===== src/rtl/seg_pkg.sv =====
// Shared constants and hex glyph table for the multiplexed 7-segment display.
// Glyphs are active-low {g,f,e,d,c,b,a} for a common-anode part.
package seg_pkg;

  localparam logic [7:0] SEG_OFF = 8'hFF;

  // Entry n is the glyph for hex digit n; the first element listed is F.
  localparam logic [15:0][6:0] GLYPH_TAB = {
    7'h0E, 7'h06, 7'h21, 7'h46,
    7'h03, 7'h08, 7'h10, 7'h00,
    7'h78, 7'h02, 7'h12, 7'h19,
    7'h30, 7'h24, 7'h79, 7'h40
  };

  function automatic logic [6:0] seg_decode(input logic [3:0] nib);
    return GLYPH_TAB[nib];
  endfunction

endpackage


===== src/rtl/seg_display_scan_if.sv =====
// CPU-side write port of the display scanner.
// The master writes digits; the slave reports an uncommitted update.
interface seg_display_scan_if #(
  parameter int DIGITS = 4
);

  logic                  data_we;
  logic [DIGITS*4-1:0]   data_in;
  logic [DIGITS-1:0]     dp_in;
  logic                  upd_pending;

  modport master (
    output data_we,
    output data_in,
    output dp_in,
    input  upd_pending
  );

  modport slave (
    input  data_we,
    input  data_in,
    input  dp_in,
    output upd_pending
  );

endinterface


===== src/rtl/seg_hex_decoder.sv =====
// Combinational hex nibble to active-low 7-segment glyph.
// Thin wrapper so the table lives in one place.
module seg_hex_decoder
  import seg_pkg::*;
(
  input  logic [3:0] nib,
  output logic [6:0] seg7
);

  // Table lookup of the glyph for the selected nibble.
  always_comb begin
    seg7 = seg_decode(nib);
  end

endmodule


===== src/rtl/seg_display_scan.sv =====
// Time-multiplexed common-anode 7-segment scanner, tear-free frame commit.
// Optional: define SEG_LEADING_ZERO_BLANK_EN to blank leading zero digits.
module seg_display_scan
  import seg_pkg::*;
#(
  parameter int DIGITS    = 4,
  parameter int SCAN_DIV  = 5000,
  parameter int BLANK_CYC = 16
) (
  input  logic              clk,
  input  logic              rstn,
  seg_display_scan_if.slave bus,
  output logic [7:0]        seg,
  output logic [DIGITS-1:0] an,
  output logic              frame_done
);

  localparam int IW = (DIGITS > 1) ? $clog2(DIGITS) : 1;
  localparam int CW = (SCAN_DIV > 1) ? $clog2(SCAN_DIV) : 1;

  localparam logic [IW-1:0] LAST   = IW'(DIGITS - 1);
  localparam logic [CW-1:0] TC_VAL = CW'(SCAN_DIV - 1);
  localparam logic [CW-1:0] BLK    = CW'(BLANK_CYC);

  logic [CW-1:0]       div_cnt;
  logic [IW-1:0]       idx;
  logic [DIGITS*4-1:0] sh_data;
  logic [DIGITS-1:0]   sh_dp;
  logic [DIGITS*4-1:0] act_data;
  logic [DIGITS-1:0]   act_dp;
  logic                pending;

  logic                tc;
  logic                wrap;
  logic [3:0]          nib;
  logic                dp_bit;
  logic [6:0]          glyph;
  logic [DIGITS-1:0]   lz;

  assign tc     = (div_cnt == TC_VAL);
  assign wrap   = tc && (idx == LAST);
  assign nib    = act_data[{idx, 2'b00} +: 4];
  assign dp_bit = act_dp[idx];

  seg_hex_decoder u_dec (
    .nib  (nib),
    .seg7 (glyph)
  );

`ifdef SEG_LEADING_ZERO_BLANK_EN
  // Blank a digit when it and every higher digit are "0" without dp.
  always_comb begin
    logic run;
    lz  = '0;
    run = 1'b1;
    for (int i = DIGITS - 1; i >= 1; i--) begin
      run   = run && (act_data[i*4 +: 4] == 4'h0) && !act_dp[i];
      lz[i] = run;
    end
  end
`else
  assign lz = '0;
`endif

  // Prescaler and digit index; index advances on terminal count.
  always_ff @(posedge clk) begin
    if (rstn) begin
      div_cnt <= '0;
      idx     <= '0;
    end else if (tc) begin
      div_cnt <= '0;
      idx     <= (idx == LAST) ? '0 : idx + 1'b1;
    end else begin
      div_cnt <= div_cnt + 1'b1;
    end
  end

  // Shadow capture and frame-boundary commit; a same-cycle write
  // lands in the shadow after the old shadow has been committed.
  always_ff @(posedge clk) begin
    if (rstn) begin
      sh_data  <= '0;
      sh_dp    <= '0;
      act_data <= '0;
      act_dp   <= '0;
      pending  <= 1'b0;
    end else begin
      if (wrap && pending) begin
        act_data <= sh_data;
        act_dp   <= sh_dp;
      end
      if (bus.data_we) begin
        sh_data <= bus.data_in;
        sh_dp   <= bus.dp_in;
        pending <= 1'b1;
      end else if (wrap) begin
        pending <= 1'b0;
      end
    end
  end

  // Registered pins: dead time at slot start, then one anode low.
  always_ff @(posedge clk) begin
    if (rstn) begin
      seg             <= SEG_OFF;
      an              <= '1;
      frame_done      <= 1'b0;
      bus.upd_pending <= 1'b0;
    end else begin
      frame_done      <= wrap;
      bus.upd_pending <= pending;
      if (div_cnt < BLK) begin
        seg <= SEG_OFF;
        an  <= '1;
      end else begin
        an  <= ~(DIGITS'(1) << idx);
        seg <= lz[idx] ? SEG_OFF : {~dp_bit, glyph};
      end
    end
  end

endmodule

===== src/flat_wrapper.sv =====
// flat-port wrapper written by rule: the top's interface ports become plain ports
module seg_display_scan_flat import seg_pkg::*;
#(
  parameter int DIGITS    = 4,
  parameter int SCAN_DIV  = 5000,
  parameter int BLANK_CYC = 16
)
  (clk, rstn, seg, an, frame_done, bus_data_we, bus_data_in, bus_dp_in, bus_upd_pending);
  seg_display_scan_if #(.DIGITS(DIGITS)) bus_i ();
  input  logic clk;
  input  logic rstn;
  output logic [7:0] seg;
  output logic [DIGITS-1:0] an;
  output logic frame_done;
  input wire logic [$bits(bus_i.data_we)-1:0] bus_data_we;
  input wire logic [$bits(bus_i.data_in)-1:0] bus_data_in;
  input wire logic [$bits(bus_i.dp_in)-1:0] bus_dp_in;
  output wire logic [$bits(bus_i.upd_pending)-1:0] bus_upd_pending;
  assign bus_i.data_we = bus_data_we;
  assign bus_i.data_in = bus_data_in;
  assign bus_i.dp_in = bus_dp_in;
  assign bus_upd_pending = bus_i.upd_pending;
  seg_display_scan #(.DIGITS(DIGITS), .SCAN_DIV(SCAN_DIV), .BLANK_CYC(BLANK_CYC)) u_core (.clk(clk), .rstn(rstn), .bus(bus_i), .seg(seg), .an(an), .frame_done(frame_done));
endmodule

===== config.mk =====
export PLATFORM = sky130hd
export DESIGN_NAME = seg_display_scan_flat
export DESIGN_NICKNAME = d
export VERILOG_FILES = /design/src/rtl/seg_pkg.sv /design/src/rtl/seg_display_scan_if.sv /design/src/rtl/seg_hex_decoder.sv /design/src/rtl/seg_display_scan.sv /design/src/flat_wrapper.sv
export SDC_FILE = /design/constraint.sdc
export NUM_CORES = 1
export LEC_CHECK = 0
export ABC_AREA = 0
export CAP_MARGIN = 10
export CORE_MARGIN = 2
export CORE_UTILIZATION = 45
export DETAILED_ROUTE_END_ITERATION = 8
export PLACE_DENSITY = 0.69
export SLEW_MARGIN = 20
export SYNTH_ARGS = -nofsm -noshare
export SYNTH_HDL_FRONTEND = slang
export SYNTH_SLANG_ARGS = --single-unit

===== constraint.sdc =====
create_clock -name clk -period 2.1 [get_ports clk]
set_input_delay 0.21 -clock clk [delete_from_list [all_inputs] [get_ports clk]]
set_output_delay 0.21 -clock clk [all_outputs]
set_load 0.05 [all_outputs]

After elaboration in Yosys (flattened, before gate mapping)
Memory sizes are Yosys's and may differ from the RTL's. A register that Yosys moved wholly into a read port is not among the register bits.
Index checks and enable logic that the tools add are counted.
{"block": "op_classes", "addsub": 2, "multipliers": 0, "n_div": 0, "n_lt_le_gt_ge": 3, "n_eq_ne": 2, "shifts": 2, "mux": 8, "bitwise_logic": 2, "n_reduce_logical": 6}
{"op": "variable part select 16 x 5 -> 4 bit", "n": 1}
{"op": "adder 13 x 1 -> 13 bit, second input constant", "n": 1}
{"op": "equality test 13 bit, second input constant", "n": 1}
{"op": "less-than comparator 13 x 5 -> 1 bit, second input constant", "n": 1}
{"op": "2-to-1 mux 7 bit", "n": 1}
{"op": "less-than comparator 4 x 5 -> 1 bit, second input constant", "n": 1}
{"op": "binary-select mux 1 bit (select 2 bit)", "n": 2}
{"op": "2-to-1 mux 1 bit", "n": 4}
{"op": "NOT 4 bit", "n": 1}
{"op": "OR reduction 2 bit", "n": 2}
{"op": "left shift 1 x 2 -> 4 bit, first input constant", "n": 1}
{"op": "less-than comparator 2 x 3 -> 1 bit, second input constant", "n": 1}
{"op": "OR reduction 3 bit", "n": 1}
{"op": "adder 2 x 1 -> 2 bit, second input constant", "n": 1}
{"op": "equality test 2 bit, second input constant", "n": 1}
{"op": "logical AND 1 bit", "n": 2}
{"op": "2-to-1 mux 2 bit", "n": 1}
{"op": "nonzero test 2 bit", "n": 1}
{"op": "NOT 1 bit", "n": 1}
{"block": "totals", "register_bits": 70, "latch_bits": 0, "ram_bits": 0, "rom_bits": 112, "inputBits": 23, "out_inout_bits": 14, "n_memories": 1}
{"name": "(no name shown)", "depth": 16, "word_bits": 7, "read_ports": 1, "rd_clocked_by_memory_dff": 1, "wr": 0, "line_no": "seg_pkg.sv:16", "rtl": "return GLYPH_TAB[nib];"}

Longest topological paths before layout
{"block": "logic_depth", "depth_word": 4, "ltp_mapped": 7}

Hierarchy
Synthesis repeated with hierarchy kept, for this count alone.
{"block": "hier_totals", "hier_cells": 315, "hier_area_um2": 2964.1}
{"module": "seg_display_scan", "n_inst": 1, "cells_each": 283, "area_each_um2": 2688.8}
{"module": "seg_hex_decoder", "n_inst": 1, "cells_each": 32, "area_each_um2": 275.3}

Worst setup path before layout
OpenSTA, ideal clock, no wires.
{"block": "synth_timing", "kind": "register to register", "start": "register u_core.idx[0]", "end": "register u_core.seg[0]", "arrival_ps": 1876, "t_required_ps": 1956, "slack_ps": 81, "stages_incl_launch_ff": 7, "path_buffers": 1, "synth_period_minus_slack_ps": 2019, "path_cell_list": "dfxtp_1 -> buf_6 -> mux4_2 -> ha_1 -> or3b_1 -> o31ai_1 -> o31ai_2"}
{"block": "synth_via", "elab_chain_len": 3, "word_cells_on_any_way": 4}
{"item": "start: declaration", "line_no": "seg_display_scan.sv:26", "rtl": "logic [IW-1:0] idx;"}
{"item": "start signal: assignment", "line_no": "seg_display_scan.sv:72", "rtl": "idx <= (idx == LAST) ? '0 : idx + 1'b1;"}
{"item": "parallel branches: the longest is 3 deep, another holds variable part select 16 x 5 -> 4 bit"}
{"item": "end: declaration", "line_no": "seg_display_scan.sv:13", "rtl": "output logic [7:0] seg,"}
Several ways; the timed one is not identified. The select of a mux whose other input is x is not followed.
A chain may end at the register's enable or synchronous reset.

Worst setup path after layout
Ends and elaborated chain as after synthesis.

==> flow_summary.rst <==
.. list-table::
   :header-rows: 1

   * - Metric
     - Value
   * - Post-synthesis register bit count
     - 70
   * - Final ANT Viol Nets
     - 0
   * - Worst hold path type
     - input pin to flip-flop
   * - Final Max Tran Viols
     - 0
   * - Endpoints failing setup
     - 0
   * - Post-synth top area cell
     - sky130_fd_sc_hd__dfxtp_1
   * - Post-CTS setup-driven buffer insertion count
     - 0
   * - Fmax
     - ~510 MHz
   * - Worst setup path category
     - flip-flop to flip-flop
   * - Async SR Flop Fraction
     - 0
   * - Fin Clk Skew
     - 0.0110 ns
   * - Post-synth top cells
     - 70 x sky130_fd_sc_hd__dfxtp_1, 38 x sky130_fd_sc_hd__nor2_1, 28 x sky130_fd_sc_hd__nand3_1, 26 x sky130_fd_sc_hd__mux2i_1
   * - Number of clock sinks
     - 70
   * - Cell types occupying the most area after synthesis
     - sky130_fd_sc_hd__dfxtp_1 47%, sky130_fd_sc_hd__mux2i_1 8.7%, sky130_fd_sc_hd__nor2_1 4.8%, sky130_fd_sc_hd__nand3_1 4.7%, sky130_fd_sc_hd__ha_1 4.6%
   * - Antenna violations before repair
     - 0
   * - Nets
     - 388
   * - Relative area change from synthesis to final layout
     - 20.7%
   * - Number of buffers created by CTS
     - 9
   * - Sum of internal, switching and leakage power
     - between 2000 and 3000 uW
   * - Hold buffer count at CTS
     - 0
   * - CTS tree
     - done
   * - Share of final-layout standard cells stronger than drive strength 1
     - 0.0980
   * - Die outline width
     - 85.6 um
   * - IR Drop Worst-Case VDD
     - 0.544 mV
   * - Sequential-to-total area share from yosys stat
     - 0.468
   * - Worst slack after detailed placement
     - 0.144 ns
   * - Vias per inst
     - 5.29
   * - Top-area cell type share of the netlist area
     - 0.468
   * - Via count of the first global-routing pass
     - 2132
   * - Detailed Place HPWL
     - 3890 um
   * - DRC violations left
     - 0
   * - Capturing element type of the critical path
     - flip-flop
   * - Final weighted congestion in routability-driven placement
     - about 0.85
   * - Maximum root-to-sink buffer count
     - 2
   * - Result of the run
     - finished, final reports clean
   * - Root Buffer Master
     - sky130_fd_sc_hd__clkbuf_8
   * - Leak
     - 0.00133 uW
   * - Post-synthesis cell count
     - around 320
   * - Cell area power density
     - 705 nW/um^2
   * - Worst slew margin relative to its limit
     - 0.670
   * - Total Negative Setup Slacks
     - 0 ns
   * - Starting DRC count in detailed routing
     - just over 80
   * - Largest fanout on the critical path
     - 6
   * - Syn. warnings
     - 0
   * - Avg Synthesized Cell Area
     - 9.45 sq um
   * - Total grt overflow
     - 0
   * - Die Ht
     - approximately 86 um
   * - Number of instances resized during post-cts repair
     - 0
   * - Initial Utilization
     - 0.469
   * - Kind of start point of the critical path
     - flip-flop
   * - Required time of the critical path
     - approximately 2.3 ns
   * - DRT Wirelength
     - 5740 um
   * - Unrepaired setup endpoints after global routing
     - no
   * - Post-synth cell types
     - 38
   * - Global Route Usage Sum
     - 0.166
   * - Number of iterations in the first detailed-routing pass
     - 4
   * - Core Util, Final
     - 0.566
   * - Total die area
     - 7320 sq um
   * - Maxcap violations
     - 0
   * - Top_reg_cell synth
     - sky130_fd_sc_hd__dfxtp_1
   * - Post-synth design cell area
     - ~3000 sq um
   * - Placement row count
     - 29
   * - Final critical-path setup slack
     - around 0.13 ns
   * - I/O pin count
     - 37
   * - Filler cell count
     - slightly below 600
   * - Worst-margin pin slew
     - 0.494 ns
   * - Largest net degree at the start of global routing
     - 29
   * - Net count after synthesis
     - 351
   * - Worst EP arrival
     - ~2.2 ns
   * - Count leader, synth
     - sky130_fd_sc_hd__dfxtp_1
   * - Post-CTS clock slew at the launch and capture registers of the worst setup and hold paths
     - roughly 0.070 ns
   * - Reg2Reg Setup Slack
     - 0.13 ns
   * - Wire length per cell
     - about 13 um
   * - CTS H-Tree Depth
     - 3
   * - Clock latency at the later pin of the worst-skew pair
     - approximately 0.35 ns
   * - EDFF count, synth
     - 0
   * - Inserted Diodes
     - 0
   * - First-pass GRT wire length
     - roughly 9700 um
   * - Overall via count from detail_route
     - 2297
   * - Core box area
     - 6390 sq um
   * - Number of hold violations in the final report
     - 0
   * - Port Buffers
     - 36
   * - Ratio of final minimum period to clock period
     - 0.938
   * - Shortest clock period the worst path allows after layout
     - just under 2 ns
## final timing paths
path,endpoint,from,depth (start not counted)
setup / recovery,u_core.seg[0]$_SDFF_PP1_,u_core.idx[0]$_SDFFE_PP0P_,5
hold reg to reg,u_core.act_dp[0]$_SDFFE_PP0P_,u_core.sh_dp[0]$_SDFFE_PP0P_,2
setup reg to reg,u_core.seg[0]$_SDFF_PP1_,u_core.idx[0]$_SDFFE_PP0P_,5
hold / removal,u_core.sh_data[8]$_SDFFE_PP0P_,bus_data_in[8],3
## critical path, cell delays in order (launching register included)
cell and delay (ns):
sky130_fd_sc_hd__dfxtp_1 0.44, sky130_fd_sc_hd__mux4_2 0.61, sky130_fd_sc_hd__ha_1 0.27, sky130_fd_sc_hd__or3b_1 0.38, sky130_fd_sc_hd__o31ai_1 0.09, sky130_fd_sc_hd__o31ai_2 0.08
## per-layer routing
layer,share of wire,up-vias,global-route usage,wire length [um]
met5,0,-,0,0
met4,0.018,0,0.0620,102
met3,0.057,13,0.0549,325
met2,0.44,54,0.252,2510
met1,0.49,1049,0.222,2800
li1,-,1181,-,-
## cells in the final DEF, fill, tap and decap left out, types with 2 or more instances in the layout
cell type and n:
sky130_fd_sc_hd__a21oi_1 24, sky130_fd_sc_hd__clkinv_2 3, sky130_fd_sc_hd__mux4_2 4, sky130_fd_sc_hd__dfxtp_1 70, sky130_fd_sc_hd__and2_1 2, sky130_fd_sc_hd__nor3_1 6
sky130_fd_sc_hd__clkbuf_8 10, sky130_fd_sc_hd__nor4_1 2, sky130_fd_sc_hd__and4_1 2, sky130_fd_sc_hd__buf_4 10, sky130_fd_sc_hd__a221o_1 3, sky130_fd_sc_hd__inv_1 7
sky130_fd_sc_hd__nand4_1 3, sky130_fd_sc_hd__and3_1 2, sky130_fd_sc_hd__clkdlybuf4s50_1 36, sky130_fd_sc_hd__o21ai_1 24, sky130_fd_sc_hd__nand2_1 13, sky130_fd_sc_hd__mux2i_1 26
sky130_fd_sc_hd__inv_2 3, sky130_fd_sc_hd__nor2b_1 2, sky130_fd_sc_hd__nand3_1 28, sky130_fd_sc_hd__nor2_1 38, sky130_fd_sc_hd__xnor2_1 8, sky130_fd_sc_hd__a211oi_1 2
sky130_fd_sc_hd__xor2_1 5, sky130_fd_sc_hd__ha_1 11
## logic make-up (layout without fill, tap and decap cells)
group / Yosys count / in the layout / synth area share
buf+inv: 31 / 71 / 0.0468
compound gates: 58 / 58 / 0.110
mux: 32 / 32 / 0.130
flops: 70 / 70 / 0.468
fa+ha+maj: 11 / 11 / 0.0460
xor+xnor: 13 / 13 / 0.0380
simple gates: 102 / 102 / 0.162
## power by group
part	internal (uW)	switching, uW
clock	565	480
sequential	1360	20.5
combinational	70.0	53.7
## sequential cells by signal (all words and copies together), names as in the netlist
| name | count |
|---|---|
| u_core.act_data | 16 |
| u_core.sh_data | 16 |
| u_core.sh_dp | 4 |
| u_core.act_dp | 4 |
| u_core.frame_done | 1 |
| u_core.div_cnt | 13 |
| u_core.an | 4 |
| u_core.seg | 8 |
| u_core.idx | 2 |
| u_core.bus.upd_pending | 1 |
| u_core.pending | 1 |
## cell type report
class,instances,area [sq um],share of cell area
clock buffer,10,138,0.0381
tap,77,96.3,0.0267
timing repair buffer,46,435,0.120
multi-input combinational,216,1450,0.402
sequential,70,1400,0.388
inverter,11,42.5,0.0118
clock inverter,4,48.8,0.0135
## metrics by stage
stage                     hold slack [ns]  cell area [sq um]  std cells
final                               0.469               3610        434
after global routing                0.479               3610        434
after CTS                           0.463               3610        434
after detailed placement            0.460               3430        420
after global placement              0.456               3430        420
after floorplan                     0.357               2990        317
Power figures use the tool's default switching activity.
==> RTL edit 1 (same settings) <==
`DIGITS` is set to 4 in 3 places; all go to 2.
--- a/src/rtl/seg_display_scan_if.sv
+++ b/src/rtl/seg_display_scan_if.sv
@@ -1,7 +1,7 @@
 // CPU-side write port of the display scanner.
 // The master writes digits; the slave reports an uncommitted update.
 interface seg_display_scan_if #(
-  parameter int DIGITS = 4
+  parameter int DIGITS = 2
 );
 
   logic                  data_we;
--- a/src/rtl/seg_display_scan.sv
+++ b/src/rtl/seg_display_scan.sv
@@ -3,7 +3,7 @@
 module seg_display_scan
   import seg_pkg::*;
 #(
-  parameter int DIGITS    = 4,
+  parameter int DIGITS    = 2,
   parameter int SCAN_DIV  = 5000,
   parameter int BLANK_CYC = 16
 ) (
--- a/src/flat_wrapper.sv
+++ b/src/flat_wrapper.sv
@@ -1,7 +1,7 @@
 // flat-port wrapper written by rule: the top's interface ports become plain ports
 module seg_display_scan_flat import seg_pkg::*;
 #(
-  parameter int DIGITS    = 4,
+  parameter int DIGITS    = 2,
   parameter int SCAN_DIV  = 5000,
   parameter int BLANK_CYC = 16
 )
Interface: changed (resized an, bus_data_in and bus_dp_in); port bits go from 37 to 25. The function was not compared with the original's and may differ.
==> RTL edit 1 against the original RTL <==
Die area fell by 33%. Area after synthesis decreased by 35%. Clock skew is 0.0060 ns lower. Cell area decreased by 35%. Sequential cell count shrank 23. Setup slack better by 0.10 ns. Power is 40% lower. Routed wire length down 42%. Critical path type unchanged. Critical endpoint is now u_core.seg[3].
==> RTL edit 1: results <==
[worst_setup_path]
r2r_end = "u_core.seg[3]"
r2r-start = "u_core.idx"
reg2regPathDepth = 4
crit_start = "u_core.idx"
crit_path_max_fanout = 7
cp.arrival_ns = 2.06
rrSetupSlack_ns = 0.23

[sta]
skew_ns = 0.00496
max_slew_margin_pct = 58.8
hold_slack_ns = 0.453

[final_layout]
n_fill_cell = 370
drive_gt1_share_pct = 9.69
largest_register_ffs = 13
finalNetCount = 247

[hold_path]
worst_hold_path_type = "reg2reg"
whs_path_depth = 1
hp-start = "u_core.div_cnt[0]"
holdPathEnd = "u_core.div_cnt[0]"

[logic_synthesis]
ys_top_cells_by_count = "47 x dfxtp_1, 40 x nor2_1, 26 x mux2i_1, 11 x nand2_1, 10 x xnor2_1"
synth_top_area_share_pct = 48.1
syn_nets = 217
ys_seq_area_share_pct = 48.1
synth.area.top_cells = "dfxtp_1 48%, mux2i_1 13%, nor2_1 7.7%, ha_1 4.5%, xnor2_1 4.5%"
syn_inst = 197

[routing]
routed_wirelength_um = 3320
first_iter_violations = 58
first_pass_iters = 5
wl_per_cell_um = 12.0

[place]
placed_cells_incl_taps = 270
gp_congestion = 0.782
dp_hpwl_um = 2350
io_buffers = 24
postPlaceCellArea_um2 = 2260

[cts]
htreeDepth = 2
clk_latency_ns = 0.29
cts-buffers-inserted = 5
cts_resized = 0

[pwr]
p_leak_uw = 0.000975
switching_share_pct = 21.2
vdd_drop_max_mv = 0.396

[grt]
grt_max_degree = 15
grtUsageTotal_pct = 14.5
grt_pass1_wl_um = 5810
grt_pass1_vias = 1274

[outcome]
status = "finished clean"
-- RTL edit 1: changes by cell type after synthesis, sizes merged, moves of 3 or more --
cell,change
dfxtp,-23
nand3,-23
o21ai,-23
a21oi,-22
clkbuf,-8
buf,-4
ha,-4
mux4,-4
a221o,-3
inv,-3
xor2,-3
-- RTL edit 1: how the worst max path moves through the flow --
stage | to | slack [ns]
after floorplan | u_core.seg[3] | 0.03
after global placement | u_core.seg[3] | 0.31
after detailed placement | u_core.seg[3] | 0.22
after CTS | u_core.seg[3] | 0.22
after global routing | u_core.seg[3] | 0.14
final | u_core.seg[3] | 0.23
-- RTL edit 1: per-stage QoR --
step	util (%)	worst slack [ns]	total power [uW]
2_1_floorplan	-	0.0324	987
3_3_place_gp	55.4	0.313	1020
3_5_place_dp	55.4	0.224	1020
4_1_cts	57.5	0.219	1550
5_1_grt	57.5	0.137	1600
6_report	57.5	0.231	1540
-- RTL edit 1: final cells by class --
| class | instances | area (um^2) | area share, % |
|---|---|---|---|
| Sequential cell | 47 | 941 | 40.0 |
| Multi-Input combinational cell | 135 | 940 | 40.0 |
| Timing Repair Buffer | 31 | 293 | 12.5 |
| Clock buffer | 6 | 82.6 | 3.51 |
| Tap cell | 50 | 62.6 | 2.66 |
| Inverter | 7 | 26.3 | 1.12 |
| Clock inverter | 1 | 5.00 | 0.213 |
-- RTL edit 1: cell families after synthesis --
group | after synthesis | share of synthesized area, %
compound gates | 12 | 4.35
simple gates | 74 | 17.7
xor+xnor | 12 | 5.37
flops | 47 | 48.1
buf+inv | 15 | 3.84
mux | 30 | 16.2
fa+ha+maj | 7 | 4.48
-- RTL edit 1: power by group through the flow --
| stage | logic, uW | clock network (uW) | registers [uW] |
|---|---|---|---|
| floorplan | 44.1 | 0 | 943 |
| global placement | 79.0 | 0 | 942 |
| detailed placement | 79.4 | 0 | 942 |
| CTS | 79.7 | 552 | 921 |
| global route | 86.8 | 589 | 924 |
| finish | 78.5 | 538 | 922 |
-- RTL edit 1: critical path, cell delays in order, from the launching register on --
cell and delay, ns:
dfxtp_1 0.47, buf_4 0.21, mux2i_1 0.40, mux4_2 0.55, nand2b_1 0.14
-- RTL edit 1: metal layers --
metal / GRT usage (%) / vias to the layer above / share of wire (%)
met1: 20.5 / 644 / 53
met4: 5.13 / 0 / 1.4
li1: - / 728 / -
met3: 4.76 / 6 / 5.5
met5: 0 / - / 0
met2: 20.7 / 39 / 40
==> RTL edit 2 (same settings) <==
Made on the original files. Register the output `an` once more, cleared by the reset; this adds one clock of latency there. The other outputs are not delayed to match.
--- a/src/rtl/seg_display_scan.sv
+++ b/src/rtl/seg_display_scan.sv
@@ -21,6 +21,8 @@
   localparam logic [IW-1:0] LAST   = IW'(DIGITS - 1);
   localparam logic [CW-1:0] TC_VAL = CW'(SCAN_DIV - 1);
   localparam logic [CW-1:0] BLK    = CW'(BLANK_CYC);
+
+  logic [DIGITS-1:0] an_s0;
 
   logic [CW-1:0]       div_cnt;
   logic [IW-1:0]       idx;
@@ -103,7 +105,7 @@
   always_ff @(posedge clk) begin
     if (rstn) begin
       seg             <= SEG_OFF;
-      an              <= '1;
+      an_s0           <= '1;
       frame_done      <= 1'b0;
       bus.upd_pending <= 1'b0;
     end else begin
@@ -111,12 +113,20 @@
       bus.upd_pending <= pending;
       if (div_cnt < BLK) begin
         seg <= SEG_OFF;
-        an  <= '1;
+        an_s0 <= '1;
       end else begin
-        an  <= ~(DIGITS'(1) << idx);
+        an_s0 <= ~(DIGITS'(1) << idx);
         seg <= lz[idx] ? SEG_OFF : {~dp_bit, glyph};
       end
     end
   end
 
+  always_ff @(posedge clk) begin
+    if (rstn) begin
+      an <= '0;
+    end else begin
+      an <= an_s0;
+    end
+  end
+
 endmodule
Check against the original RTL: not equivalent (Yosys sat finds a counterexample within 4 cycles, from zero or initial values and one cycle with rstn high).
==> RTL edit 2 against the original RTL <==
Routed wire length decreased by 1.6%. Setup slack improved by 0.030 ns. Power increased by 3.4%. Sequential cell count increased by 4. Cell area increased by 2.3%. Fmax increased by 1.6%. Sequential share of layout area increased by 1.3 points. Critical path depth unchanged. First-iteration DRC count increased by 26%. Combinational power increased by 18%. Area after synthesis increased by 3.6%. Critical path type unchanged.
==> RTL edit 2: results <==
[outcome]
status = "finished clean"

[cts]
htreeDepth = 3
root_buffer = "clkbuf_8"
cts_setup_buffers = 0
clk_latency_ns = 0.34
cts_resized = 0
path_clk_slew_ns = 0.07
cts-buffers-inserted = 9

[grt]
grt_util_met3_pct = 4.27
grt_pass1_wl_um = 9720
grt_pass1_vias = 2119
grtUsageTotal_pct = 16.4
grt_max_degree = 41
grt_use_met2_pct = 24.8
antenna_found_initial = 0
gr-usage-met1_pct = 21.1

[routing]
first_pass_iters = 4
first_iter_violations = 103
route.met2.wl_um = 2540
vias = 2338
dr_wl_met3_um = 224
routedLengthMet1_um = 2720
routed_wirelength_um = 5650

[worst_setup_path]
cp_top_family = "multiplexers"
crit_start = "u_core.idx[0]"
cp.arrival_ns = 2.13
slowest_delay_ns = 0.58

[place]
gp_congestion = 0.844
dp_hpwl_um = 3840
place_ws_ns = 0.103
io_buffers = 36
postPlaceCellArea_um2 = 3520

[final_layout]
drive_gt1_share_pct = 9.04
n_fill_cell = 608
finalNetCount = 394

[logic_synthesis]
ys_seq_area_share_pct = 47.7
syn_nets = 360
synth.area.top_cells = "dfxtp_1 48%, mux2i_1 8.4%, nor2_1 4.6%, nand3_1 4.5%, ha_1 4.4%"
synth_flop_cell = "dfxtp_1"
ys_top_cells_by_count = "74 x dfxtp_1, 38 x nor2_1, 28 x nand3_1, 26 x mux2i_1"
synthArstFlopShare_pct = 0
synth_cell_type_count = 37

[pwr]
p_sw_uw = 575
vdd_drop_max_mv = 0.336
p_leak_uw = 0.00135

[sta]
skew_ns = 0.0123
worst_slack_ns = 0.160
worst_slew_pin_slew_ns = 0.719
RTL edit 2: cell type report:
type	instances	area (um^2)	share of cell area, %
Clock inverter	3	40.0	1.08
Clock buffer	13	139	3.76
Inverter	11	42.5	1.15
Multi-Input combinational cell	220	1480	40.0
Sequential cell	74	1480	40.1
Timing Repair Buffer	44	415	11.2
Tap cell	80	100	2.71
RTL edit 2: logic make-up after synthesis:
family,share of synthesized area (%)
simple gates,16.4
flops,47.7
compound gates,10.6
buf+inv,4.64
mux,12.5
xor+xnor,3.67
fa+ha+maj,4.44
RTL edit 2: power groups by stage:
stage	Sequential [uW]	Clock, uW	Combinational [uW]
after floorplan	1500	0	69.9
after global placement	1490	0	145
after detailed placement	1490	0	147
after CTS	1460	1070	148
after global routing	1460	1130	160
final	1460	1030	146
RTL edit 2: worst min-delay path by stage:
stage / endpoint / slack (ns) / cells past startpoint / from
finish: u_core.sh_data[0] / 0.21 / 2 / rstn
global route: u_core.sh_data[0] / 0.23 / 2 / rstn
CTS: u_core.sh_data[0] / 0.20 / 2 / rstn
detailed placement: u_core.an[1] / 0.42 / 1 / u_core.an_s0[1]
global placement: u_core.an[1] / 0.42 / 1 / u_core.an_s0[1]
floorplan: u_core.sh_data[0] / 0.36 / 2 / bus_data_in[0]
RTL edit 2: metrics by stage:
| stage | hold slack (ns) | utilization [%] | cells | power [uW] |
|---|---|---|---|---|
| CTS | 0.201 | 55.0 | 445 | 2670 |
| global route | 0.226 | 55.0 | 445 | 2750 |
| global placement | 0.421 | 52.3 | 429 | 1630 |
| floorplan | 0.357 | - | 326 | 1570 |
| detailed placement | 0.422 | 52.3 | 429 | 1640 |
| finish | 0.208 | 55.0 | 445 | 2630 |
